**src/rtl/prv_clint_pkg.sv**
```systemverilog
// prv_clint shared types and address map.
// Optional prescaler build: CLINT_PRESCALER_EN.
package prv_clint_pkg;

  localparam int unsigned MAX_HARTS = 8;

  localparam logic [15:0] CLINT_MSIP_BASE     = 16'h0000;
  localparam logic [15:0] CLINT_MTIMECMP_BASE = 16'h4000;
  localparam logic [15:0] CLINT_MTIME_LO      = 16'hBFF8;
  localparam logic [15:0] CLINT_MTIME_HI      = 16'hBFFC;

  typedef logic [31:0] clint_word_t;
  typedef logic [63:0] clint_time_t;

  typedef enum logic [1:0] {
    SEL_NONE,
    SEL_MSIP,
    SEL_CMP,
    SEL_MTIME
  } clint_sel_e;

endpackage

```
**src/rtl/prv_clint_tick.sv**
```systemverilog
// mtime tick generator: halt gating plus optional
// prescaler (CLINT_PRESCALER_EN).
module prv_clint_tick #(
  parameter int unsigned PRESCALE = 1
) (
  input  logic clk,
  input  logic rst,
  input  logic time_halt,
  input  logic mtime_wr,
  output logic tick
);

`ifdef CLINT_PRESCALER_EN
  localparam logic [15:0] LAST = 16'(PRESCALE - 1);

  logic [15:0] cnt;

  assign tick = ~time_halt & (cnt == LAST);

  always_ff @(posedge clk) begin
    if (rst) begin
      cnt <= '0;
    end else if (mtime_wr) begin
      cnt <= '0;
    end else if (!time_halt) begin
      cnt <= (cnt == LAST) ? '0 : cnt + 16'd1;
    end
  end
`else
  logic unused_ok;
  assign unused_ok = ^{clk, rst, mtime_wr, 16'(PRESCALE)};
  assign tick = ~time_halt;
`endif

endmodule

```
**src/rtl/prv_clint.sv**
```systemverilog
// Machine timer / software interrupt unit.
// Optional prescaler build: CLINT_PRESCALER_EN.
module prv_clint
  import prv_clint_pkg::*;
#(
  parameter int unsigned NUM_HARTS = 1,
  parameter int unsigned PRESCALE  = 1
) (
  input  logic                 CLK,
  input  logic                 RST,
  input  logic                 ren,
  input  logic                 wen,
  input  logic [15:0]          addr,
  input  logic [31:0]          wdata,
  output logic [31:0]          rdata,
  output logic                 rvalid,
  output logic                 err,
  input  logic                 time_halt,
  output logic [63:0]          mtime,
  output logic [NUM_HARTS-1:0] mtip,
  output logic [NUM_HARTS-1:0] msip
);

  clint_sel_e  sel;
  logic [2:0]  hidx;
  logic        hi;
  logic        aligned;
  logic        ok;
  logic        wr;
  logic        rd;
  logic        mt_wr_lo;
  logic        mt_wr_hi;
  logic        tick;
  clint_time_t cmp [NUM_HARTS];
  clint_time_t cmp_sel;
  logic        sip_sel;
  clint_word_t rword;

  assign aligned = (addr[1:0] == 2'b00);
  assign hi      = addr[2];

  always_comb begin
    sel  = SEL_NONE;
    hidx = '0;
    unique case (1'b1)
      aligned && (addr[15:5] == CLINT_MSIP_BASE[15:5]): begin
        hidx = addr[4:2];
        sel  = SEL_MSIP;
      end
      aligned && (addr[15:6] == CLINT_MTIMECMP_BASE[15:6]): begin
        hidx = addr[5:3];
        sel  = SEL_CMP;
      end
      (addr == CLINT_MTIME_LO), (addr == CLINT_MTIME_HI): begin
        sel = SEL_MTIME;
      end
      default: sel = SEL_NONE;
    endcase
    if (32'(hidx) >= NUM_HARTS) sel = SEL_NONE;
  end

  assign ok       = (sel != SEL_NONE);
  assign wr       = wen & ok;
  assign rd       = ren & ~wen;
  assign mt_wr_lo = wr && (sel == SEL_MTIME) && !hi;
  assign mt_wr_hi = wr && (sel == SEL_MTIME) && hi;

  prv_clint_tick #(
    .PRESCALE (PRESCALE)
  ) u_tick (
    .clk       (CLK),
    .rst       (RST),
    .time_halt (time_halt),
    .mtime_wr  (mt_wr_lo | mt_wr_hi),
    .tick      (tick)
  );

  // a half write wins over the tick; the other half is left alone
  always_ff @(posedge CLK) begin
    if (RST) begin
      mtime <= '0;
    end else if (mt_wr_lo) begin
      mtime[31:0] <= wdata;
    end else if (mt_wr_hi) begin
      mtime[63:32] <= wdata;
    end else if (tick) begin
      mtime <= mtime + 64'd1;
    end
  end

  for (genvar h = 0; h < NUM_HARTS; h++) begin : g_hart
    logic        hsel;
    clint_time_t cmp_q;
    logic        sip_q;
    logic        tip_q;

    assign hsel = wr && (hidx == 3'(h));

    always_ff @(posedge CLK) begin
      if (RST) begin
        cmp_q <= '1;
        sip_q <= 1'b0;
        tip_q <= 1'b0;
      end else begin
        if (hsel && (sel == SEL_CMP) && !hi)
          cmp_q[31:0] <= wdata;
        if (hsel && (sel == SEL_CMP) && hi)
          cmp_q[63:32] <= wdata;
        if (hsel && (sel == SEL_MSIP))
          sip_q <= wdata[0];
        tip_q <= (mtime >= cmp_q);
      end
    end

    assign cmp[h]  = cmp_q;
    assign msip[h] = sip_q;
    assign mtip[h] = tip_q;
  end

  always_comb begin
    cmp_sel = '0;
    sip_sel = 1'b0;
    for (int h = 0; h < NUM_HARTS; h++) begin
      if (hidx == 3'(h)) begin
        cmp_sel = cmp[h];
        sip_sel = msip[h];
      end
    end
  end

  always_comb begin
    rword = '0;
    unique case (sel)
      SEL_MSIP:  rword = {31'b0, sip_sel};
      SEL_CMP:   rword = hi ? cmp_sel[63:32] : cmp_sel[31:0];
      SEL_MTIME: rword = hi ? mtime[63:32] : mtime[31:0];
      default:   rword = '0;
    endcase
  end

  always_ff @(posedge CLK) begin
    if (RST) begin
      rvalid <= 1'b0;
      err    <= 1'b0;
      rdata  <= '0;
    end else begin
      rvalid <= rd;
      err    <= (ren | wen) & ~ok;
      if (rd) rdata <= rword;
    end
  end

endmodule

```
**config.mk**
```make
export PLATFORM = sky130hd
export DESIGN_NAME = prv_clint
export DESIGN_NICKNAME = d
export VERILOG_FILES = /design/src/rtl/prv_clint_pkg.sv /design/src/rtl/prv_clint_tick.sv /design/src/rtl/prv_clint.sv
export SDC_FILE = /design/constraint.sdc
export NUM_CORES = 1
export LEC_CHECK = 0
export BUFFER_PORTS_ARGS = -buffer_cell sky130_fd_sc_hd__buf_2
export CAP_MARGIN = 20
export CORE_ASPECT_RATIO = 1.2
export CORE_MARGIN = 1
export CORE_UTILIZATION = 30
export CTS_CLUSTER_DIAMETER = 200
export DETAILED_ROUTE_END_ITERATION = 10
export GPL_TIMING_DRIVEN = 0
export PLACE_DENSITY_LB_ADDON = 0.08
export SKIP_CTS_REPAIR_TIMING = 1
export SLEW_MARGIN = 20
export SYNTH_ARGS = -nofsm -noshare
export SYNTH_HDL_FRONTEND = slang
export SYNTH_SLANG_ARGS = --single-unit
```
**constraint.sdc**
```tcl
create_clock -name CLK -period 2.8 [get_ports CLK]
set_input_delay 0.28 -clock CLK [delete_from_list [all_inputs] [get_ports CLK]]
set_output_delay 0.28 -clock CLK [all_outputs]
set_load 0.02 [all_outputs]
```
# Word-level counts from Yosys, hierarchy flattened
# Cells that the tools add are included.
# Widths: inputs -> output; s select.
dict set report word_totals {
  out_inout_bits 100
  regBits 164
  inputBits 53
  wordCells 58
}
dict set report op_classes {
  bitwise 7
  order_cmp 2
  reduce_logical 18
  addsub 1
  eq_ne 9
  mux 12
}
# op count
set ops {}
lappend ops {{$mux 32} 5}
lappend ops {{$mux 64} 2}
lappend ops {{$pmux 32 s3} 1}
lappend ops {{$add 64x1->64 const B} 1}
lappend ops {{$ge 64x64->1} 1}
lappend ops {{$eq 16x16->1 const B} 2}
lappend ops {{$logic_not 11->1} 1}
lappend ops {{$eq 10x9->1 const B} 1}
lappend ops {{$logic_and 1x1->1} 10}
lappend ops {{$pmux 2 s3} 1}
lappend ops {{$pmux 3 s2} 1}
lappend ops {{$eq 2x2->1 const B} 2}
lappend ops {{$ne 2x1->1 const B} 2}
lappend ops {{$reduce_and 2->1} 2}
lappend ops {{$and 1x1->1} 3}
lappend ops {{$ge 3x1->1 const B} 1}
lappend ops {{$logic_not 3->1} 1}
lappend ops {{$not 1->1} 3}
lappend ops {{$eq 2x1->1 const B} 1}
lappend ops {{$logic_not 2->1} 1}
lappend ops {{$mux 2} 1}
lappend ops {{$ne 2x2->1 const B} 1}
lappend ops {{$reduce_bool 2->1} 1}
lappend ops {{$reduce_or 2->1} 1}
lappend ops {{other kinds (3)} 3}

# Logic depth before layout (Yosys ltp)
# Gate-level depths: netlist of run 1.
dict set report logic_depth {
  word_depth 11
  depth_mapped 9
  mapped_depth_nobuf 8
}

# By module
# From an unflattened synthesis of run 1, not the netlist that was laid out.
dict set report unflattened {
  hier_cells 1164
  area_unflattened_um2 9685.5
}
# mod seq_area_each_um2 cells_each area_each_um2 instances
set by_module_without_submodules {}
lappend by_module_without_submodules {prv_clint 3283.1 1163 9681.8 1}
lappend by_module_without_submodules {prv_clint_tick 0.0 1 3.8 1}

# Worst setup path after synthesis of run 1
# No wires, ideal clock.
dict set report synth_timing {
  path_type {register to register}
  start {register mtime[4]}
  end {register mtime[60]}
  path_buffers 1
  arrival_time_ns 2.171
  path_stages_with_launch 8
  period_less_slack_ns 2.250
  setup_ns 0.079
  required_time_ns 2.721
  setup_slack_ns 0.550
  path_cell_list {dfxtp_1 -> nand4_2 -> nor4_4 -> nand4_4 -> buf_6 -> nor4_2 -> xnor2_1 -> a211oi_2}
}
dict set report synth_between {
  elab_chain_len 3
}
# element line_no
set synth_rtl {}
lappend synth_rtl {{from (decl)} prv_clint.sv:19} ;# output logic [63:0] mtime,
lappend synth_rtl {{from (signal assigned)} prv_clint.sv:83} ;# mtime[31:0] <= wdata;
lappend synth_rtl {{from (signal assigned)} prv_clint.sv:87} ;# mtime <= mtime + 64'd1;
lappend synth_rtl {{$add 64x1->64} prv_clint.sv:87}
lappend synth_rtl {{$mux 64} prv_clint.sv:86} ;# end else if (tick) begin
lappend synth_rtl {{$mux 32} prv_clint.sv:84} ;# end else if (mt_wr_hi) begin
# Every way passes these cells. The select of a mux whose other input is x is not followed.
# A chain may end at the register's enable or synchronous reset.

# Worst setup path in the final report of run 1
dict set report layout_timing {
  start {input port addr[11]}
  end {register g_hart[0].cmp_q[30] (netlist: cmp[30])}
}
dict set report layout_between {
  elab_chain_len 10
  elab_cells_between_ends 18
  classes_between {1 x order compare; 4 x eq/ne; 3 x mux; 1 x bitwise; 9 x reduce/logical}
}
# element line_no
set layout_rtl {}
lappend layout_rtl {{from (decl)} prv_clint.sv:13} ;# input logic [15:0] addr,
lappend layout_rtl {{$eq 10x9->1 or $logic_not 11->1 (tied branches)} {prv_clint.sv:50, prv_clint.sv:46}}
lappend layout_rtl {{$logic_and 1x1->1 (on tied branches)} {prv_clint.sv:50, prv_clint.sv:46}}
lappend layout_rtl {{$pmux 3 s2} prv_clint.sv:45} ;# unique case (1'b1)
lappend layout_rtl {{$ge 3x1->1} prv_clint.sv:59} ;# if (32'(hidx) >= NUM_HARTS) sel = SEL_NONE;
lappend layout_rtl {{$mux 2} prv_clint.sv:59}
lappend layout_rtl {{$reduce_bool 2->1} prv_clint.sv:62} ;# assign ok = (sel != SEL_NONE);
lappend layout_rtl {{$and 1x1->1} prv_clint.sv:63} ;# assign wr = wen & ok;
lappend layout_rtl {{$logic_and 1x1->1} prv_clint.sv:97} ;# assign hsel = wr && (hidx == 3'(h));
lappend layout_rtl {{$logic_and 1x1->1 (*) (2 in a row)} prv_clint.sv:105} ;# if (hsel && (sel == SEL_CMP) && !hi)
lappend layout_rtl {{to (signal assigned)} prv_clint.sv:106} ;# cmp_q[31:0] <= wdata;
lappend layout_rtl {{to (decl)} prv_clint.sv:93} ;# clint_time_t cmp_q;
# Mark *: on every way between the ends. The rest lies on a longest branch, timed or not.

==> metrics.md, run 1 <==
| Metric | Value |
|---|---|
| Outcome | `complete, no violations` |
| Startpoint Class | `input port` |
| Final cell count without fillers | `1801` |
| Die Wd | `166.7 um` |
| R2R Setup Slk | `280 ps` |
| Tmin final | `2672 ps` |
| Share of layout cells above drive strength 1 | `17.93%` |
| RSZ-0062 raised after global routing | `no` |
| Vias/cell | `5.405` |
| Post-synthesis cell type count | `52` |
| Clk network pwr share | `48.4%` |
| Crit. End Element | `flip-flop` |
| Worst Skew | `13.49 ps` |
| Worst slew pin tran | `1096 ps` |
| Synth Net Count | `1323` |
| Placeable core area | `32160 sq um` |
| Dominant synthesized flop cell | `dfxtp_1` |
| Power Dens Cells | `465.6 nW/um^2` |
| Sequential area share after synthesis | `33.63%` |
| Synth Register Bits | `164` |
| Combinational share of power | `7.7%` |
| Relative slew slack | `26.69%` |
| Remaining DRCs | `0` |
| Initial drt markers | `521` |
| NetSw | `1.434 mW` |
| Synth warn | `0` |
| Die height | `199.6 um` |
| WP data arrival | `2950 ps` |
| Post-route cell area | `11760 sq um` |
| Largest net degree at the start of global routing | `17` |
| Worst Hold Launch | `wdata[7]` |
| Post-Place Setup Slack | `-362.8 ps` |
| Gpl congestion | `0.8661` |
| Root Buffer | `clkbuf_16` |
| HPWL Detailed | `31340 um` |
| Diode count | `0` |
| Final setup margin | `128.2 ps` |
| Mean Syn Cell Area | `8.101 sq um` |
| Rows | `72` |
| Seq pwr share | `43.9%` |
| Peak supply drop | `0.0002847 V` |
| Commonest non-fill, non-tap cell in the layout | `dfxtp_1` |
| Placed cell area | `11030 sq um` |
| First-pass GRT wire length | `61620 um` |
| CTS Buf Count | `17` |
| DIE AREA | `33270 sq um` |
| Max-slew violations | `0` |
| Layout fillers | `3475` |
| Initial antenna violation count | `0` |
| RR Startpoint | `mtime[1]` |
| Crit Path Max Fanout | `10` |
| Clock slew at reported path FFs | `80 ps` |
| Num Clock Sinks | `164` |
| Post-synth top area share | `33.63%` |
| H-tree Lvls | `4` |
| Total gr overflow | `0` |
| Gr usage total | `25.18%` |
| Layout Nets | `1499` |
| # IOs | `153` |
| Skew-Pair Late Insertion Delay | `450 ps` |
| Number of buffers added on ports | `150` |
| Starting density of the core | `30.35%` |
| Net Sw Frac | `26.21%` |
| Final wirelength | `41210 um` |
| R2R depth | `6` |
| Mapped cell area | `9762 sq um` |
| Final Hold Viols | `0` |
| Inst Count DP | `1762` |
| Highest Clock Rate | `374.3 MHz` |
| Final setup viols | `0` |
| DRT Pass-1 Iters | `7` |
| Post-route ant nets | `0` |
| Most frequent cells in the layout | `dfxtp_1 (164), nor2_1 (156), buf_2 (154), nand2_1 (122), a211oi_1 (87)` |
| LEAKAGE | `5.214 nW` |
| Worst min-delay path class | `input port to flip-flop` |
| Hold Slack | `126.2 ps` |
| Mean routed wirelength per cell | `22.88 um` |
| P&R area growth vs syn | `20.42%` |
| Clk buf depth | `2` |
| CP Data Required Time | `3080 ps` |
| Vias in the first global route | `9534` |
| Hold worst-path end | `cmp[7]` |
| Largest cells by area after synthesis | `dfxtp_1 (34%), ha_1 (8.3%), a211oi_1 (6.7%)` |
| Final period utilization | `95.42%` |
| P_int | `4.038 mW` |
| Synth Instances | `1205` |
| CTS tree | `done` |
| Dominant cell type by area after synthesis | `dfxtp_1` |
| Max-capacitance violation count | `0` |
| Hold depth | `3` |
| DR vias | `9734` |
| Ys async rst share | `0%` |
| Critical setup path kind | `input port to flip-flop` |
| Reg2reg end | `mtime[12]` |
| EDFF count, synth | `0` |
power groups by stage:
stage	Combinational [mW]	Clock, mW	Sequential [mW]
2_1_floorplan	0.172	0	2.49
3_3_place_gp	0.422	0	2.45
3_5_place_dp	0.425	0	2.45
4_1_cts	0.426	2.69	2.40
5_1_grt	0.455	2.78	2.40
6_report	0.423	2.65	2.40
metal layers:
layer | up-vias | part of all wire, % | track usage, %
li1 | 4675 | - | -
met4 | 0 | 2.8 | 9.053
met1 | 4736 | 44 | 31.61
met3 | 57 | 4.5 | 3.704
met5 | - | 0 | 0
met2 | 266 | 48 | 43.74
per-stage QoR:
stage / utilization (%) / power, mW / setup TNS, ps
after global placement: 34.27 / 2.876 / -13690
after global routing: 36.55 / 5.635 / 0
final: 36.55 / 5.473 / 0
after floorplan: - / 2.659 / 0
after detailed placement: 34.31 / 2.879 / -13320
after CTS: 36.29 / 5.513 / -96.37
state kept, by name, indices dropped and copies added (netlist names):
| name | count |
|---|---|
| cmp | 64 |
| err | 1 |
| msip | 1 |
| mtime | 64 |
| mtip | 1 |
| rdata | 32 |
| rvalid | 1 |
cells by family after synthesis:
| logic type | synth area share [%] |
|---|---|
| buf+inv | 6.280 |
| fa+ha+maj | 8.331 |
| flops | 33.63 |
| mux | 7.037 |
| xor+xnor | 4.666 |
| simple gates | 23.35 |
| compound gates | 16.70 |
area by class of cell:
class | instances | area, sq um | share of cell area (%)
multi-input cells | 882 | 5894 | 50.14
flip-flops and latches | 164 | 3283 | 27.93
repair buffers | 158 | 823.3 | 7.004
well taps | 407 | 509.2 | 4.332
clock buffers | 20 | 456.7 | 3.885
plain buffers | 77 | 305.3 | 2.597
inverters | 81 | 304.0 | 2.586
clock inverters | 12 | 178.9 | 1.522
synth_stat cells, types with 3 or more instances:
| cell type | n |
|---|---|
| dfxtp_1 | 164 |
| nor2_1 | 156 |
| nand2_1 | 122 |
| a211oi_1 | 87 |
| inv_1 | 81 |
| clkbuf_1 | 67 |
| ha_1 | 65 |
| o211ai_1 | 65 |
| nor3_1 | 57 |
| xnor2_1 | 37 |
| mux2i_1 | 36 |
| nand4_1 | 31 |
| a21oi_1 | 29 |
| mux2_2 | 28 |
| nand3_1 | 28 |
| o21ai_0 | 28 |
| nor4_1 | 17 |
| xor2_1 | 15 |
| and3_1 | 14 |
| nor4_2 | 12 |
| and2_1 | 7 |
| a221oi_1 | 5 |
| buf_1 | 5 |
| buf_2 | 4 |
| nand2b_1 | 4 |
| a2111oi_0 | 3 |
| nor2b_1 | 3 |
worst max-delay path, cell delays in order:
cell and delay [ps]:
buf_2 120, nor4_1 250, and4_1 360, nand2_1 250
nor2_1 920, clkbuf_1 620, o211ai_1 140
how the worst max path moves through the flow:
stage	endpoint	slack [ps]	from	cells past startpoint
after floorplan	mtime[60]	550	mtime[4]	7
after global placement	mtime[38]	-360	addr[0]	7
after detailed placement	mtime[6]	-360	addr[0]	9
after CTS	mtip	-100	mtime[59]	7
after global routing	mtip	9	mtime[59]	7
final	cmp[30]	130	addr[11]	7
Power figures use the tool's default switching activity.
==> run 2, diff against run 1 <==
==> constraint.sdc (replaced) <==
create_clock -name CLK -period 2.8 [get_ports CLK]
set_input_delay 0.84 -clock CLK [delete_from_list [all_inputs] [get_ports CLK]]
set_output_delay 0.84 -clock CLK [all_outputs]
set_load 0.02 [all_outputs]
==> metrics.md, run 2 (synthesis results as in run 1) <==
| Metric | Value |
|---|---|
| Crit-path max cell delay | `650 ps (was 920 ps)` |
| Mean routed wirelength per cell | `22.98 um (was 22.88 um)` |
| CP cell instances | `buf_2, nand4_1, nor3_2, and2_2, clkbuf_1, a211oi_1, nor3_1 (was buf_2, nor4_1, and4_1, nand2_1, nor2_1, clkbuf_1, o211ai_1)` |
| Max-slew violations | `0 (unchanged)` |
| Vias/cell | `5.394 (was 5.405)` |
| Final setup margin | `133.5 ps (was 128.2 ps)` |
| Die height | `199.6 um (unchanged)` |
| RSZ-0062 raised after global routing | `yes (was no)` |
| Final wirelength | `41310 um (was 41210 um)` |
| CTS Buf Count | `17 (unchanged)` |
| R2R depth | `6 (unchanged)` |
| DRT Pass-1 Iters | `7 (unchanged)` |
| P&R area growth vs syn | `20.93% (was 20.42%)` |
| Peak supply drop | `0.0002516 V (was 0.0002847 V)` |
| Power Dens Cells | `464.3 nW/um^2 (was 465.6 nW/um^2)` |
| Final period utilization | `95.23% (was 95.42%)` |
| H-tree Lvls | `4 (unchanged)` |
| Initial drt markers | `582 (was 521)` |
| DR vias | `9699 (was 9734)` |
| LEAKAGE | `5.261 nW (was 5.214 nW)` |
| Worst Skew | `14.09 ps (was 13.49 ps)` |
| Crit Path Max Fanout | `10 (unchanged)` |
| DIE AREA | `33270 sq um (unchanged)` |
| Share of layout cells above drive strength 1 | `19.05% (was 17.93%)` |
| R2R Setup Slk | `240 ps (was 280 ps)` |
| Most frequent cells in the layout | `dfxtp_1 (164), nor2_1 (155), buf_2 (153), nand2_1 (120), a211oi_1 (87) (was dfxtp_1 (164), nor2_1 (156), buf_2 (154), nand2_1 (122), a211oi_1 (87))` |
| Max-capacitance violation count | `0 (unchanged)` |
| Post-Place Setup Slack | `-922.8 ps (was -362.8 ps)` |
| Reg2reg end | `mtime[63] (was mtime[12])` |
| Vias in the first global route | `9534 (unchanged)` |
| RR Startpoint | `mtime[39] (was mtime[1])` |
| First-pass GRT wire length | `61620 um (unchanged)` |
| Gr usage total | `25.18% (unchanged)` |
| Remaining DRCs | `0 (unchanged)` |
| Final setup viols | `0 (unchanged)` |
| Relative slew slack | `34.59% (was 26.69%)` |
| Worst Hold Launch | `rdata[26] (was wdata[7])` |
| Critical-path top delay cell | `clkbuf_1 (was nor2_1)` |
| Placeable core area | `32160 sq um (unchanged)` |
| Worst min-delay path class | `flip-flop to flip-flop (was input port to flip-flop)` |
| CP Data Required Time | `3170 ps (was 3080 ps)` |
| Top Metal Used | `met4 (unchanged)` |
| WP data arrival | `3040 ps (was 2950 ps)` |
| Met2 wire length | `20080 um (was 19920 um)` |
| CTS tree | `done (unchanged)` |
| HPWL Detailed | `31340 um (unchanged)` |
| Diode count | `0 (unchanged)` |
| Layout Nets | `1496 (was 1499)` |
| Commonest non-fill, non-tap cell in the layout | `dfxtp_1 (unchanged)` |
| Worst slew pin tran | `981.1 ps (was 1096 ps)` |
| Die Wd | `166.7 um (unchanged)` |
| Num Clock Sinks | `164 (unchanged)` |
| DRT met1 WL | `18530 um (was 18290 um)` |
| Critical setup path kind | `input port to flip-flop (unchanged)` |
| Setup TNS | `0 ps (unchanged)` |
| Tmin final | `2666 ps (was 2672 ps)` |
| Met3 WL | `1643 um (was 1839 um)` |
| Number of buffers added on ports | `150 (unchanged)` |
| Post-route ant nets | `0 (unchanged)` |
| Gpl congestion | `0.8661 (unchanged)` |
| Hold worst-path end | `rdata[26] (was cmp[7])` |
| Highest Clock Rate | `375.0 MHz (was 374.3 MHz)` |
| Final Hold Viols | `0 (unchanged)` |
| Clock slew at reported path FFs | `70 ps (was 80 ps)` |
| Startpoint Class | `input port (unchanged)` |
| Hold depth | `2 (was 3)` |
| Utilization after layout | `36.71% (was 36.55%)` |
| Total gr overflow | `0 (unchanged)` |
| Outcome | `complete, no violations (unchanged)` |
| Skew-Pair Late Insertion Delay | `450 ps (about the same)` |
| # IOs | `153 (unchanged)` |
| Largest net degree at the start of global routing | `17 (unchanged)` |
| Crit. End Element | `flip-flop (unchanged)` |
| Rows | `72 (unchanged)` |
| Initial antenna violation count | `0 (unchanged)` |
| Root Buffer | `clkbuf_16 (unchanged)` |
| Starting density of the core | `30.35% (unchanged)` |
| Clk buf depth | `2 (unchanged)` |
run 2: cell count changes in the layout (fill, tap and decap cells not counted), sizes merged:
cell,previous run,this run
buf,169,167
clkbuf,86,85
run 2: critical path, delay by kind of cell:
kind / cells / cell delay [ps]
simple gates: 4 / 1250
buf+inv: 2 / 740
compound gates: 1 / 200
run 2: stage by stage:
stage / instance area (sq um) / hold slack (ps) / cells / power (mW)
after global routing: 11810 / 512.2 / 1798 / 5.643
after global placement: 11020 / 483.6 / 1762 / 2.876
after floorplan: 9762 / 468.1 / 1205 / 2.659
after detailed placement: 11030 / 487.7 / 1762 / 2.879
after CTS: 11670 / 497.0 / 1794 / 5.513
final: 11810 / 494.3 / 1798 / 5.481
run 2: cell type report:
class,instances,area (sq um)
clock inverters,12,178.9
repair buffers,157,828.3
well taps,407,509.2
fillers,3470,20360
plain buffers,75,311.5
flip-flops and latches,164,3283
inverters,81,304.0
clock buffers,20,456.7
multi-input cells,882,5933
run 2: worst max path at each step:
stage,cells after the start,from,end,slack (ps)
6_report,7,addr[8],rdata[6],130
3_3_place_gp,7,addr[0],mtime[38],-920
5_1_grt,8,addr[5],cmp[20],-0.5
3_5_place_dp,9,addr[0],mtime[6],-920
2_1_floorplan,9,addr[14],mtime[33],180
4_1_cts,9,addr[0],mtime[6],-460
run 2: power by group:
group	internal [mW]	leakage, nW	switching [mW]
Combinational	0.134	3.64	0.297
Clock	1.54	0.290	1.11
Sequential	2.37	1.33	0.0335
Total	4.04	5.26	1.44
run 2: metal layers:
layer / up-vias / global-route usage [%]
li1: 4665 / -
met1: 4727 / 31.61
met2: 250 / 43.74
met3: 57 / 3.704
met4: 0 / 9.053
met5: - / 0
